[src/rtl/bin_coalesce_pkg.sv]
// Shared types and helpers for the bin event coalescer: word layout,
// accumulator state encoding and the saturating 32-bit adder.
package bin_coalesce_pkg;

  localparam int ABITS_DEF = 7;
  localparam int DBITS_DEF = 64;
  localparam int BIN_LSB   = 32;
  localparam int SUM_MSB   = 31;
  localparam int MAX_BITS  = 128;

  typedef enum logic [1:0] {
    EMPTY = 2'd0,
    ACCUM = 2'd1,
    FLUSH = 2'd2
  } state_e;

  typedef struct packed {
    logic        sat;
    logic [31:0] sum;
  } sat_res_t;

  // Returns a wide word; callers truncate to their DBITS. Upper bits stay zero.
  function automatic logic [MAX_BITS-1:0] pack_word(input logic [MAX_BITS-BIN_LSB-1:0] bin,
                                                    input logic [SUM_MSB:0] sum);
    return {bin, sum};
  endfunction

  function automatic sat_res_t sat_add32(input logic [31:0] a, input logic [31:0] b);
    sat_res_t    r;
    logic [32:0] s;
    s     = {1'b0, a} + {1'b0, b};
    r.sat = s[32];
    r.sum = s[32] ? 32'hFFFF_FFFF : s[31:0];
    return r;
  endfunction

endpackage

[src/rtl/bin_event_coalescer_axis_out_reg.sv]
// Single-entry registered AXI-stream output stage. out_free says a new word
// may be loaded this cycle without overwriting one the sink has not taken.
module axis_out_reg #(
  parameter int DBITS = 64
) (
  input  logic             clock,
  input  logic             reset,
  input  logic             load,
  input  logic [DBITS-1:0] load_data,
  output logic             out_free,
  output logic             m_axis_tvalid,
  input  logic             m_axis_tready,
  output logic [DBITS-1:0] m_axis_tdata
);

  logic             valid_q, valid_d;
  logic [DBITS-1:0] data_q, data_d;

  always_comb begin
    valid_d = valid_q;
    data_d  = data_q;
    if (load) begin
      valid_d = 1'b1;
      data_d  = load_data;
    end else if (m_axis_tready) begin
      valid_d = 1'b0;
    end
  end

  always_ff @(posedge clock) begin
    if (reset) begin
      valid_q <= 1'b0;
      data_q  <= '0;
    end else begin
      valid_q <= valid_d;
      data_q  <= data_d;
    end
  end

  assign out_free      = !valid_q | m_axis_tready;
  assign m_axis_tvalid = valid_q;
  assign m_axis_tdata  = data_q;

endmodule

[src/rtl/bin_event_coalescer.sv]
// Merges consecutive (bin, increment) events into one saturating 32-bit sum
// per run and emits {bin, sum} words; zero increments never open a run.
module bin_event_coalescer
  import bin_coalesce_pkg::*;
#(
  parameter int ABITS   = ABITS_DEF,
  parameter int DBITS   = DBITS_DEF,
  parameter int VBITS   = 32,
  parameter int TIMEOUT = 16
) (
  input  logic             clock,
  input  logic             reset,
  input  logic             s_axis_tvalid,
  output logic             s_axis_tready,
  input  logic [ABITS-1:0] s_bin,
  input  logic [VBITS-1:0] s_inc,
  input  logic             s_last,
  output logic             m_axis_tvalid,
  input  logic             m_axis_tready,
  output logic [DBITS-1:0] m_axis_tdata,
  output logic             sat_flag,
  output state_e           dbg_state
);

  localparam int CNT_W = $clog2(TIMEOUT);

  // Both ports: a beat moves on a clock where valid & ready are high; a source
  // holds valid and payload until then, and ready never depends on payload.

  state_e           state_q, state_d;
  logic [ABITS-1:0] bin_q, bin_d;
  logic [31:0]      sum_q, sum_d;
  logic [CNT_W-1:0] idle_q, idle_d;
  logic             sat_q, sat_d;

  logic             out_free;
  logic             xfer;
  logic             acc;
  logic             inc_zero;
  logic [31:0]      inc32;
  sat_res_t         add;

  assign s_axis_tready = (state_q == EMPTY) | ((state_q == ACCUM) & out_free);
  assign acc           = s_axis_tvalid & s_axis_tready;
  assign inc32         = 32'(s_inc);
  assign inc_zero      = (s_inc == '0);
  assign add           = sat_add32(sum_q, inc32);

  always_comb begin
    state_d = state_q;
    bin_d   = bin_q;
    sum_d   = sum_q;
    idle_d  = idle_q;
    sat_d   = sat_q;
    xfer    = 1'b0;
    unique case (state_q)
      EMPTY: begin
        if (acc && !inc_zero) begin
          bin_d   = s_bin;
          sum_d   = inc32;
          idle_d  = '0;
          state_d = s_last ? FLUSH : ACCUM;
        end
      end
      ACCUM: begin
        if (acc) begin
          // A dropped zero increment leaves idle_q alone but still honours s_last.
          if (!inc_zero) begin
            idle_d = '0;
            if (s_bin == bin_q) begin
              sum_d = add.sum;
              sat_d = sat_q | add.sat;
            end else begin
              xfer  = 1'b1;
              bin_d = s_bin;
              sum_d = inc32;
            end
          end
          if (s_last) state_d = FLUSH;
        end else if (idle_q == CNT_W'(TIMEOUT - 1)) begin
          idle_d = '0;
          if (out_free) begin
            xfer    = 1'b1;
            state_d = EMPTY;
          end else begin
            state_d = FLUSH;
          end
        end else begin
          idle_d = idle_q + CNT_W'(1);
        end
      end
      FLUSH: begin
        if (out_free) begin
          xfer    = 1'b1;
          idle_d  = '0;
          state_d = EMPTY;
        end
      end
      default: state_d = EMPTY;
    endcase
  end

  always_ff @(posedge clock) begin
    if (reset) begin
      state_q <= EMPTY;
      bin_q   <= '0;
      sum_q   <= '0;
      idle_q  <= '0;
      sat_q   <= 1'b0;
    end else begin
      state_q <= state_d;
      bin_q   <= bin_d;
      sum_q   <= sum_d;
      idle_q  <= idle_d;
      sat_q   <= sat_d;
    end
  end

  axis_out_reg #(.DBITS(DBITS)) u_out (
    .clock         (clock),
    .reset         (reset),
    .load          (xfer),
    .load_data     (DBITS'(pack_word((MAX_BITS-BIN_LSB)'(bin_q), sum_q))),
    .out_free      (out_free),
    .m_axis_tvalid (m_axis_tvalid),
    .m_axis_tready (m_axis_tready),
    .m_axis_tdata  (m_axis_tdata)
  );

  assign sat_flag  = sat_q;
  assign dbg_state = state_q;

endmodule

[config.mk]
export PLATFORM = sky130hd
export DESIGN_NAME = bin_event_coalescer
export DESIGN_NICKNAME = d
export VERILOG_FILES = /design/src/rtl/bin_coalesce_pkg.sv /design/src/rtl/bin_event_coalescer_axis_out_reg.sv /design/src/rtl/bin_event_coalescer.sv
export SDC_FILE = /design/constraint.sdc
export NUM_CORES = 1
export LEC_CHECK = 0
export CELL_PAD_IN_SITES_DETAIL_PLACEMENT = 1
export CELL_PAD_IN_SITES_GLOBAL_PLACEMENT = 2
export CORE_AREA = 4 4 143 145
export CTS_CLUSTER_SIZE = 14
export DETAILED_ROUTE_END_ITERATION = 16
export DIE_AREA = 0 0 147 149
export PLACE_DENSITY = 0.79
export SETUP_SLACK_MARGIN = 0.05
export SYNTH_ARGS = -nofsm -noshare
export SYNTH_HDL_FRONTEND = slang
export SYNTH_SLANG_ARGS = --single-unit
export TNS_END_PERCENT = 20
[constraint.sdc]
create_clock -name clock -period 4.3 [get_ports clock]
set_input_delay 0.86 -clock clock [delete_from_list [all_inputs] [get_ports clock]]
set_output_delay 0.86 -clock clock [all_outputs]
set_load 0.03 [all_outputs]
After elaboration in Yosys (flattened, before gate mapping)
Index checks and enable logic that the tools add are counted.
{ "totals": {"reg_bits": 86, "inputBits": 44, "output_inout_bits": 69} }
{ "op_classes": {"bitwise_logic": 6, "n_eq_ne": 12, "mux": 33, "add_sub_neg": 2, "n_reduce_logical": 13} }
{ "op_table": {"columns": ["op", "count"], "rows": [
  ["$mux 32", 5],
  ["$pmux 32 s2", 1],
  ["$add 32x32->33", 1],
  ["$logic_not 32->1", 1],
  ["$mux 7", 4],
  ["$mux 4", 5],
  ["$reduce_and 4->1", 4],
  ["$mux 2", 7],
  ["$pmux 7 s2", 1],
  ["$pmux 4 s3", 1],
  ["$ne 2x2->1 const B", 4],
  ["$eq 7x7->1", 1],
  ["$mux 1", 7],
  ["$ne 3x3->1 const B", 2],
  ["$pmux 2 s3", 1],
  ["$reduce_and 5->1", 1],
  ["$add 4x1->4 const B", 1],
  ["$eq 4x4->1 const B", 1],
  ["$reduce_bool 2->1", 2],
  ["$ne 3x2->1 const B", 1],
  ["$or 1x1->1", 3],
  ["$reduce_bool 3->1", 1],
  ["$and 1x1->1", 2],
  ["$eq 2x1->1 const B", 1],
  ["7 further kinds", 8]
]} }

Longest topological paths before layout
Gate-level depths: netlist (run 1).
{ "depth": {"word_depth": 8, "ltp_mapped": 12, "mapped_depth_nobuf": 10} }

Cells and area by module
A second synthesis (run 1) with hierarchy kept.
{ "unflattened": {"hier_cells": 695, "area_unflattened_um2": 6194.7} }
{ "modules_own_cells": {"columns": ["module", "instances", "cells_per_inst", "area_per_inst_um2"], "rows": [
  ["bin_event_coalescer", 1, 485, 3849.9],
  ["axis_out_reg", 1, 210, 2344.7]
]} }

Least setup slack after synthesis (run 1)
OpenSTA, ideal clock, no wires.
{ "synth_timing": {"path_type": "input to register", "start": "input port s_inc[0]", "end": "register sum_q[26]", "path_slack_ps": 966, "cell_stages": 10, "setup_ps": 86, "arrival_ps": 3249, "path_cell_list": "ha_1 -> fa_1 -> a211oi_1 -> o21ai_1 -> a221oi_4 -> o311ai_4 -> a221oi_2 -> o21ai_1 -> xnor2_1 -> a211oi_1"} }
{ "synth_between": {"elab_chain_cells": 6, "word_cells_on_any_way": 12, "cone_classes": "add/sub: 1; eq/ne: 2; mux: 5; reduce/logical: 4"} }
{ "synth_rtl": {"columns": ["item", "line", "rtl"], "rows": [
  ["from (decl)", "bin_event_coalescer.sv:16", "input logic [VBITS-1:0] s_inc,"],
  ["$add 32x32->33", "bin_coalesce_pkg.sv:31", "s = {1'b0, a} + {1'b0, b};"],
  ["$mux 32", "bin_coalesce_pkg.sv:33", "r.sum = s[32] ? 32'hFFFF_FFFF : s[31:0];"],
  ["$mux 32", "bin_event_coalescer.sv:70", "if (s_bin == bin_q) begin"],
  ["$mux 32", "bin_event_coalescer.sv:68", "if (!inc_zero) begin"],
  ["$mux 32", "bin_event_coalescer.sv:66", "if (acc) begin"],
  ["$pmux 32 s2", "bin_event_coalescer.sv:56", "unique case (state_q)"],
  ["to (signal assigned)", "bin_event_coalescer.sv:113", "sum_q <= sum_d;"],
  ["to (decl)", "bin_event_coalescer.sv:32", "logic [31:0] sum_q, sum_d;"]
]} }
Several ways; a longest one is shown, not always the timed one. The select of a mux whose other input is x is not followed.
A chain may end at the register's enable or synchronous reset.

Final worst setup path (run 1)
{ "layout_timing": {"start": "input port s_inc[0]", "end": "register sum_q[30]"} }
The elaborated chain is that of the path after synthesis.

==> run_results.csv, run 1 <==
group,metric,value,unit
worst_hold_path,holdPathEnd,"u_out.m_axis_tdata[7]",
outcome,status,"completed",
synthesis,synth.distinct_cells,68,
clock_tree,cts_sinks,86,
flow_run,cap_violations,0,
drt,ant_nets,0,
sta,grt_setup_unrepaired,"false",
layout,final_cell_mix,"nand2_1, dfxtp_1, clkdlybuf4s50_1",
worst_hold_path,holdPathStages,2,
clock_tree,cts_setup_buffers,0,
layout,nets,886,
worst_setup_path,cp_data_required_time,4550,ps
worst_setup_path,critical-path-top-delay-family,"compound AO/OA/AOI/OAI gates",
drt,route.vias.total,5564,
sta,tns,0,ps
sta,min_period,3860,ps
clock_tree,post_cts_resized,0,
pwr,p_leak,2.59,nW
synthesis,yosysWarnings,0,
worst_setup_path,start_kind,"input port",
sta,slew_viol_final,0,
sta,whs,457,ps
synthesis,syn_inst,730,
worst_setup_path,worstPathArrival,4110,ps
synthesis,synth_ff_type,"dfxtp_1",
floorplan,dieArea,0.0219,mm²
sta,max_freq,259,MHz
worst_setup_path,r2r_setup_slack,1100,ps
drt,drt_iter0_markers,252,
pwr,irDropWorstVdd,0.207,mV
synthesis,syn_avg_cell_area,7.81,µm²
global_route,grt_pass1_vias,5811,
worst_setup_path,crit_start,"s_inc[0]",
clock_tree,clock_latency,350,ps
synthesis,synth_enable_flop_cells,0,
worst_hold_path,worstHoldStart,"u_out.m_axis_tdata[7]",
drt,drt_wl_total,19.2,mm
worst_setup_path,critical_path_peak_fanout,4,
clock_tree,cts_tree,"yes",
worst_setup_path,r2r_end,"sum_q[30]",
worst_setup_path,worstRegToRegCells,10,
sta,fin_crit_sh,0.898,
worst_setup_path,reg2reg_from,"sum_q[0]",
drt,wl_per_cell,17.9,µm
global_route,grt_overflow,0,
worst_setup_path,crit_path_cell_trace,"clkdlybuf4s50_1, ha_1, fa_1, a211oi_1, o21ai_1, a221oi_4, o311ai_4, a221oi_2, o31ai_2, xnor2_1, a211oi_2",
drt,top_layer,"met4",
layout,diodes,0,
floorplan,start_util,0.297,
worst_setup_path,path_class,"input port to flop",
floorplan,io_pins,113,
synthesis,synth.cell_area,0.00570,mm²
synthesis,async_reset_ff_frac,0,
placement,place_congestion,0.896,
synthesis,ys_seq_elements,86,
drt,met3_wirelength,808,µm
drt,dr_wl_met2,8.98,mm
layout,layout-drive-gt1-share,0.0595,
drt,dr.pass1.iters,4,
floorplan,core_area,0.0192,mm²
worst_setup_path,crit_buf_inv,1,
drt,drc,0,
floorplan,core.rowCount,51,
floorplan,die_x,147,µm
sta,tightest_slew,843,ps
clock_tree,clock_path_buffers,2,
sta,skew,6.59,ps
global_route,antenna_found_initial,0,
clock_tree,numCtsBuffers,9,
layout,final_common_cell,"nand2_1",
clock_tree,clockRootBuffer,"clkbuf_16",
worst_setup_path,crit_slowest_cell,"clkdlybuf4s50_1",
pwr,power_density,492,mW/mm²
placement,hpwl,14.9,mm
layout,synthToLayoutAreaGrowth,23.6,%
clock_tree,clkSlewWorstSetupHoldPaths,60,ps
drt,via_per_inst,5.19,
floorplan,die_h,149,µm
worst_setup_path,critPathMaxStageDelay,460,ps
placement,portBuffers,87,
clock_tree,cts_max_level,3,
global_route,grt_use_total,0.173,
worst_setup_path,endpoint_kind,"flop",
global_route,grt_first_pass_wirelength,30.9,mm
clock_tree,cts_hold_buf,0,
sta,finalSetupViolations,0,
worst_hold_path,hold_class,"flop to flop",
drt,wirelength_met1,8.92,mm
sta,slew_headroom,0.438,
synthesis,yosysSeqAreaShare,0.302,
sta,finalHoldViolations,0,
global_route,grt_max_degree,46,
synth_stat cells, drive strengths merged, types with 2 or more instances:
master | instances | area [µm²]
a2111oi | 5 | 50.0
or3b | 2 | 17.5
nand2b | 6 | 37.5
nand4 | 8 | 50.1
and2 | 8 | 50.1
nor2b | 5 | 31.3
a221oi | 2 | 41.3
nor3b | 2 | 15.0
or2 | 3 | 18.8
or3 | 27 | 169
a31oi | 3 | 18.8
o211ai | 3 | 22.5
ha | 37 | 463
a311oi | 7 | 61.3
a21o | 10 | 75.1
a211oi | 27 | 208
and3 | 3 | 18.8
o32ai | 2 | 17.5
o41ai | 2 | 17.5
o31ai | 5 | 42.5
nand2 | 127 | 479
buf | 31 | 231
nand3 | 12 | 60.1
xor2 | 9 | 78.8
o21bai | 6 | 45.0
nor3 | 20 | 105
o21ai | 42 | 210
mux2i | 9 | 90.1
inv | 13 | 48.8
o21a | 6 | 45.0
nor2 | 35 | 131
xnor2 | 24 | 210
clkbuf | 34 | 128
dfxtp | 86 | 1720
nor4 | 9 | 71.3
a21oi | 81 | 417
final cells by class:
type / instances / area (µm²)
Clock buffer: 12 / 246
Clock inverter: 2 / 10.0
Fill cell: 2294 / 12200
Inverter: 13 / 48.8
Multi-Input combinational cell: 590 / 3670
Sequential cell: 86 / 1720
Tap cell: 265 / 332
Timing Repair Buffer: 104 / 1020
flip-flops by register name (all words and copies together) (netlist names):
name,flops
sat_flag,1
bin_q,7
idle_q,4
u_out.m_axis_tvalid,1
sum_q,32
dbg_state,2
u_out.m_axis_tdata,39
worst register-to-register path, delay by kind of cell, from the launching register on:
family,cells,cell delay (ps)
flip-flops,1,350
AO/OA/AOI/OAI,7,1940
adder cells (fa/ha/maj),2,660
XOR/XNOR,1,170
stage by stage:
step / power [W] / setup slack [ps] / util / cell area [µm²] / instances
after detailed placement: 0.00275 / 104 / 0.354 / 6790 / 1058
after CTS: 0.00349 / 450 / 0.367 / 7050 / 1072
after global routing: 0.00372 / 202 / 0.367 / 7050 / 1072
after global placement: 0.00271 / 237 / 0.354 / 6790 / 1058
after floorplan: 0.00224 / 966 / - / 5790 / 754
final: 0.00347 / 439 / 0.367 / 7050 / 1072
worst max-delay path by stage:
stage | to | slack (ps) | depth (start not counted)
5_1_grt | sum_q[26] | 200 | 11
3_5_place_dp | sum_q[30] | 100 | 11
6_report | sum_q[30] | 440 | 11
2_1_floorplan | sum_q[26] | 970 | 10
4_1_cts | sum_q[30] | 450 | 11
3_3_place_gp | sum_q[26] | 240 | 11
kinds of logic after synthesis:
group,after synthesis,share of synthesized area
buffers and inverters,78,0.0715
AND/OR/NAND/NOR,270,0.226
AO/OA/AOI/OAI,215,0.249
flip-flops,86,0.302
other,1,0.000658
XOR/XNOR,33,0.0507
multiplexers,9,0.0158
adder cells (fa/ha/maj),38,0.0847
where the power goes:
| part | leakage [nW] | internal [W] | switching (W) |
|---|---|---|---|
| Combinational | 1.76 | 0.000668 | 0.00104 |
| Clock | 0.128 | 0.000400 | 0.000322 |
| Sequential | 0.702 | 0.000924 | 0.000115 |
layer usage:
layer  vias up  global-route usage
li1       2724                   -
met1      2686               0.224
met2       128               0.290
met3        26              0.0334
met4         0              0.0615
met5         -                   0
Note: power is estimated with default switching activity, not from simulation.
==> run 2: changes to the inputs <==
--- a/config.mk
+++ b/config.mk
@@ -5,12 +5,13 @@
 export SDC_FILE = /design/constraint.sdc
 export NUM_CORES = 1
 export LEC_CHECK = 0
+export ABC_AREA = 1
 export CELL_PAD_IN_SITES_DETAIL_PLACEMENT = 1
 export CELL_PAD_IN_SITES_GLOBAL_PLACEMENT = 2
-export CORE_AREA = 4 4 143 145
+export CORE_AREA = 4 4 163 165
 export CTS_CLUSTER_SIZE = 14
 export DETAILED_ROUTE_END_ITERATION = 16
-export DIE_AREA = 0 0 147 149
+export DIE_AREA = 0 0 167 169
 export PLACE_DENSITY = 0.79
 export SETUP_SLACK_MARGIN = 0.05
 export SYNTH_ARGS = -nofsm -noshare
==> run 2 against run 1 <==
  * Synthesized area increased by 22%
  * Core utilization is 3.6 points lower
  * Worst setup slack improved by 550 ps
  * Sequential power rose by 12%
  * Synthesized cell count is 62% higher
  * Global-route usage grew 0.47 points
  * Worst hold slack better by 23 ps
  * Design area up 17%
  * Flip-flop and latch count unchanged
  * Register-to-register slack gained 620 ps
  * Critical path type unchanged
  * Highest routed layer unchanged
==> run_results.csv, run 2 <==
group,metric,value,unit
outcome,status,"completed",
global_route,grt_first_pass_wirelength,40.0,mm
synthesis,yosys-top-cells-area,"dfxtp_1, nand2_1, inv_1",
worst_setup_path,crit_top_cell,"nand2_1",
pwr,p_leak,4.09,nW
clock_tree,numCtsBuffers,9,
worst_setup_path,critical-path-top-delay-family,"simple AND/OR/NAND/NOR gates",
clock_tree,cts_hold_buf,0,
synthesis,synth_top_area_cell,"dfxtp_1",
global_route,grt_pass1_vias,7267,
synthesis,synth_most_common_cell,"nand2_1",
clock_tree,clockRootBuffer,"clkbuf_16",
clock_tree,clkSlewWorstSetupHoldPaths,80,ps
layout,nets,1329,
sta,min_period,3310,ps
floorplan,dieArea,0.0282,mm²
clock_tree,cts_max_level,3,
synthesis,syn_inst,1182,
synthesis,yosys.area.top_type_share,0.248,
worst_setup_path,crit_end,"sum_q[6]",
synthesis,async_reset_ff_frac,0,
global_route,grt_use_total,0.178,
flow_run,cap_violations,0,
drt,drt_wl_total,25.2,mm
pwr,power_density,564,mW/mm²
clock_tree,clock_latency,360,ps
worst_setup_path,cp.depth,13,
global_route,antenna_found_initial,0,
global_route,grt_overflow,0,
placement,place_congestion,0.859,
worst_setup_path,crit_start,"s_inc[0]",
floorplan,core.rowCount,58,
worst_setup_path,crit_buf_inv,2,
floorplan,io_pins,113,
worst_setup_path,critical_path_peak_fanout,12,
floorplan,die_h,169,µm
clock_tree,cts_sinks,86,
worst_setup_path,worstRegToRegCells,12,
worst_setup_path,crit_path_cell_trace,"clkdlybuf4s50_1, ha_1, fa_1, nand2_1, nand3_1, nand3_1, nand2_1, nand2_1, nand2_1, nand3_2, nand2_4, inv_2, a31oi_1",
synthesis,ys_seq_elements,86,
worst_setup_path,crit_slowest_cell,"clkdlybuf4s50_1",
synthesis,synth_enable_flop_cells,0,
sta,finalHoldViolations,0,
layout,largest_reg_flops,39,
layout,final_cell_mix,"nand2_1, inv_1, nor2_1",
sta,finalSetupViolations,0,
floorplan,core_area,0.0250,mm²
synthesis,yosysSeqAreaShare,0.248,
worst_setup_path,r2r_setup_slack,1720,ps
layout,synthToLayoutAreaGrowth,19.1,%
sta,tightest_slew,975,ps
synthesis,synth_commonest_cells,"nand2_1, inv_1, nor2_1",
floorplan,start_util,0.278,
sta,skew,21.0,ps
synthesis,synth_ff_type,"dfxtp_1",
worst_setup_path,path_class,"input port to flop",
layout,layout-drive-gt1-share,0.0431,
synthesis,yosysWarnings,0,
worst_setup_path,reg2reg_from,"sum_q[0]",
drt,via_per_inst,4.59,
worst_setup_path,critPathMaxStageDelay,490,ps
drt,wl_per_cell,16.0,µm
clock_tree,cts_setup_buffers,0,
worst_setup_path,r2r_end,"sum_q[6]",
sta,fin_crit_sh,0.769,
drt,ant_nets,0,
clock_tree,cts_tree,"yes",
clock_tree,clock_path_buffers,2,
layout,fillers,3273,
sta,max_freq,302,MHz
drt,drt_iter0_markers,365,
global_route,grt_max_degree,80,
synthesis,syn_avg_cell_area,5.88,µm²
worst_setup_path,start_kind,"input port",
pwr,irDropWorstVdd,0.303,mV
sta,slew_headroom,0.350,
drt,route.vias.total,7268,
synthesis,synth.distinct_cells,41,
sta,slew_viol_final,0,
sta,grt_setup_unrepaired,"false",
layout,final_common_cell,"nand2_1",
worst_hold_path,hold_class,"flop to flop",
synthesis,synth.cell_area,0.00696,mm²
floorplan,die_x,167,µm
drt,dr.pass1.iters,4,
worst_setup_path,endpoint_kind,"flop",
sta,tns,0,ps
placement,portBuffers,87,
placement,hpwl,20.0,mm
worst_setup_path,worstPathArrival,3540,ps
pwr,power,0.00467,W
clock_tree,post_cts_resized,0,
layout,diodes,0,
drt,drc,0,
worst_setup_path,cp_data_required_time,4530,ps
[run 2: cell count changes in the layout (fill, tap and decap cells not counted), sizes merged, moves of 9 or more]
cell,change
a211oi,-27
a21o,-10
a21oi,+16
a31oi,+9
buf,-14
inv,+195
mux2i,-9
nand2,+228
nand3,+95
nor2,+96
o21ai,-11
or3,-27
xnor2,-16
[run 2: worst min path at each step]
stage,slack [ps],cells past startpoint,endpoint,start
floorplan,460,2,bin_q[5],bin_q[5]
CTS,490,2,u_out.m_axis_tdata[35],u_out.m_axis_tdata[35]
global route,500,2,u_out.m_axis_tdata[35],u_out.m_axis_tdata[35]
global placement,460,2,u_out.m_axis_tdata[37],u_out.m_axis_tdata[37]
finish,480,2,u_out.m_axis_tdata[35],u_out.m_axis_tdata[35]
detailed placement,470,2,u_out.m_axis_tdata[35],u_out.m_axis_tdata[35]
[run 2: report_power, final]
part / switching, W / internal (W)
registers: 0.000148 / 0.00101
logic: 0.00181 / 0.000868
clock network: 0.000365 / 0.000470
[run 2: per-stage QoR]
stage / hold WS, ps / area [µm²] / util / cells / setup WS [ps]
final: 480 / 8280 / 0.331 / 1582 / 992
after global placement: 458 / 7970 / 0.318 / 1566 / 641
after detailed placement: 470 / 7970 / 0.318 / 1566 / 620
after global routing: 501 / 8280 / 0.331 / 1582 / 819
after floorplan: 456 / 7050 / - / 1206 / 1760
after CTS: 487 / 8280 / 0.331 / 1582 / 1000
[run 2: worst register-to-register path, cell delays in order, from the launching register on]
cell     delay (ps)
dfxtp_1         340
ha_1            270
fa_1            430
nand2_1          90
nand3_1         110
nand3_1         150
nand2_1         180
nand2_1         100
nand2_1         120
nand3_2         140
nand2_4         110
inv_2           270
a31oi_1         140
[run 2: final cells by class]
type	count	area, µm²	area share
multi-input cells	851	4140	0.499
clock buffers	10	239	0.0289
flip-flops and latches	86	1720	0.208
repair buffers	91	913	0.110
inverters	208	791	0.0955
clock inverters	6	67.6	0.00816
well taps	330	413	0.0499
[run 2: logic make-up (layout without fill, tap and decap cells)]
group / after synthesis / in the layout / share of synthesized area
other: 1 / 25 / 0.000539
buffers and inverters: 269 / 315 / 0.171
flip-flops: 86 / 86 / 0.248
adder cells (fa/ha/maj): 38 / 38 / 0.0694
AND/OR/NAND/NOR: 631 / 631 / 0.385
XOR/XNOR: 11 / 11 / 0.0139
AO/OA/AOI/OAI: 146 / 146 / 0.112
[run 2: routing by layer]
| layer | GRT usage | wire length [µm] | vias to the layer above |
|---|---|---|---|
| met5 | 0 | 0 | - |
| met4 | 0.0320 | 216 | 0 |
| met3 | 0.0210 | 777 | 13 |
| met2 | 0.304 | 11800 | 112 |
| met1 | 0.245 | 12500 | 3385 |
| li1 | - | - | 3758 |
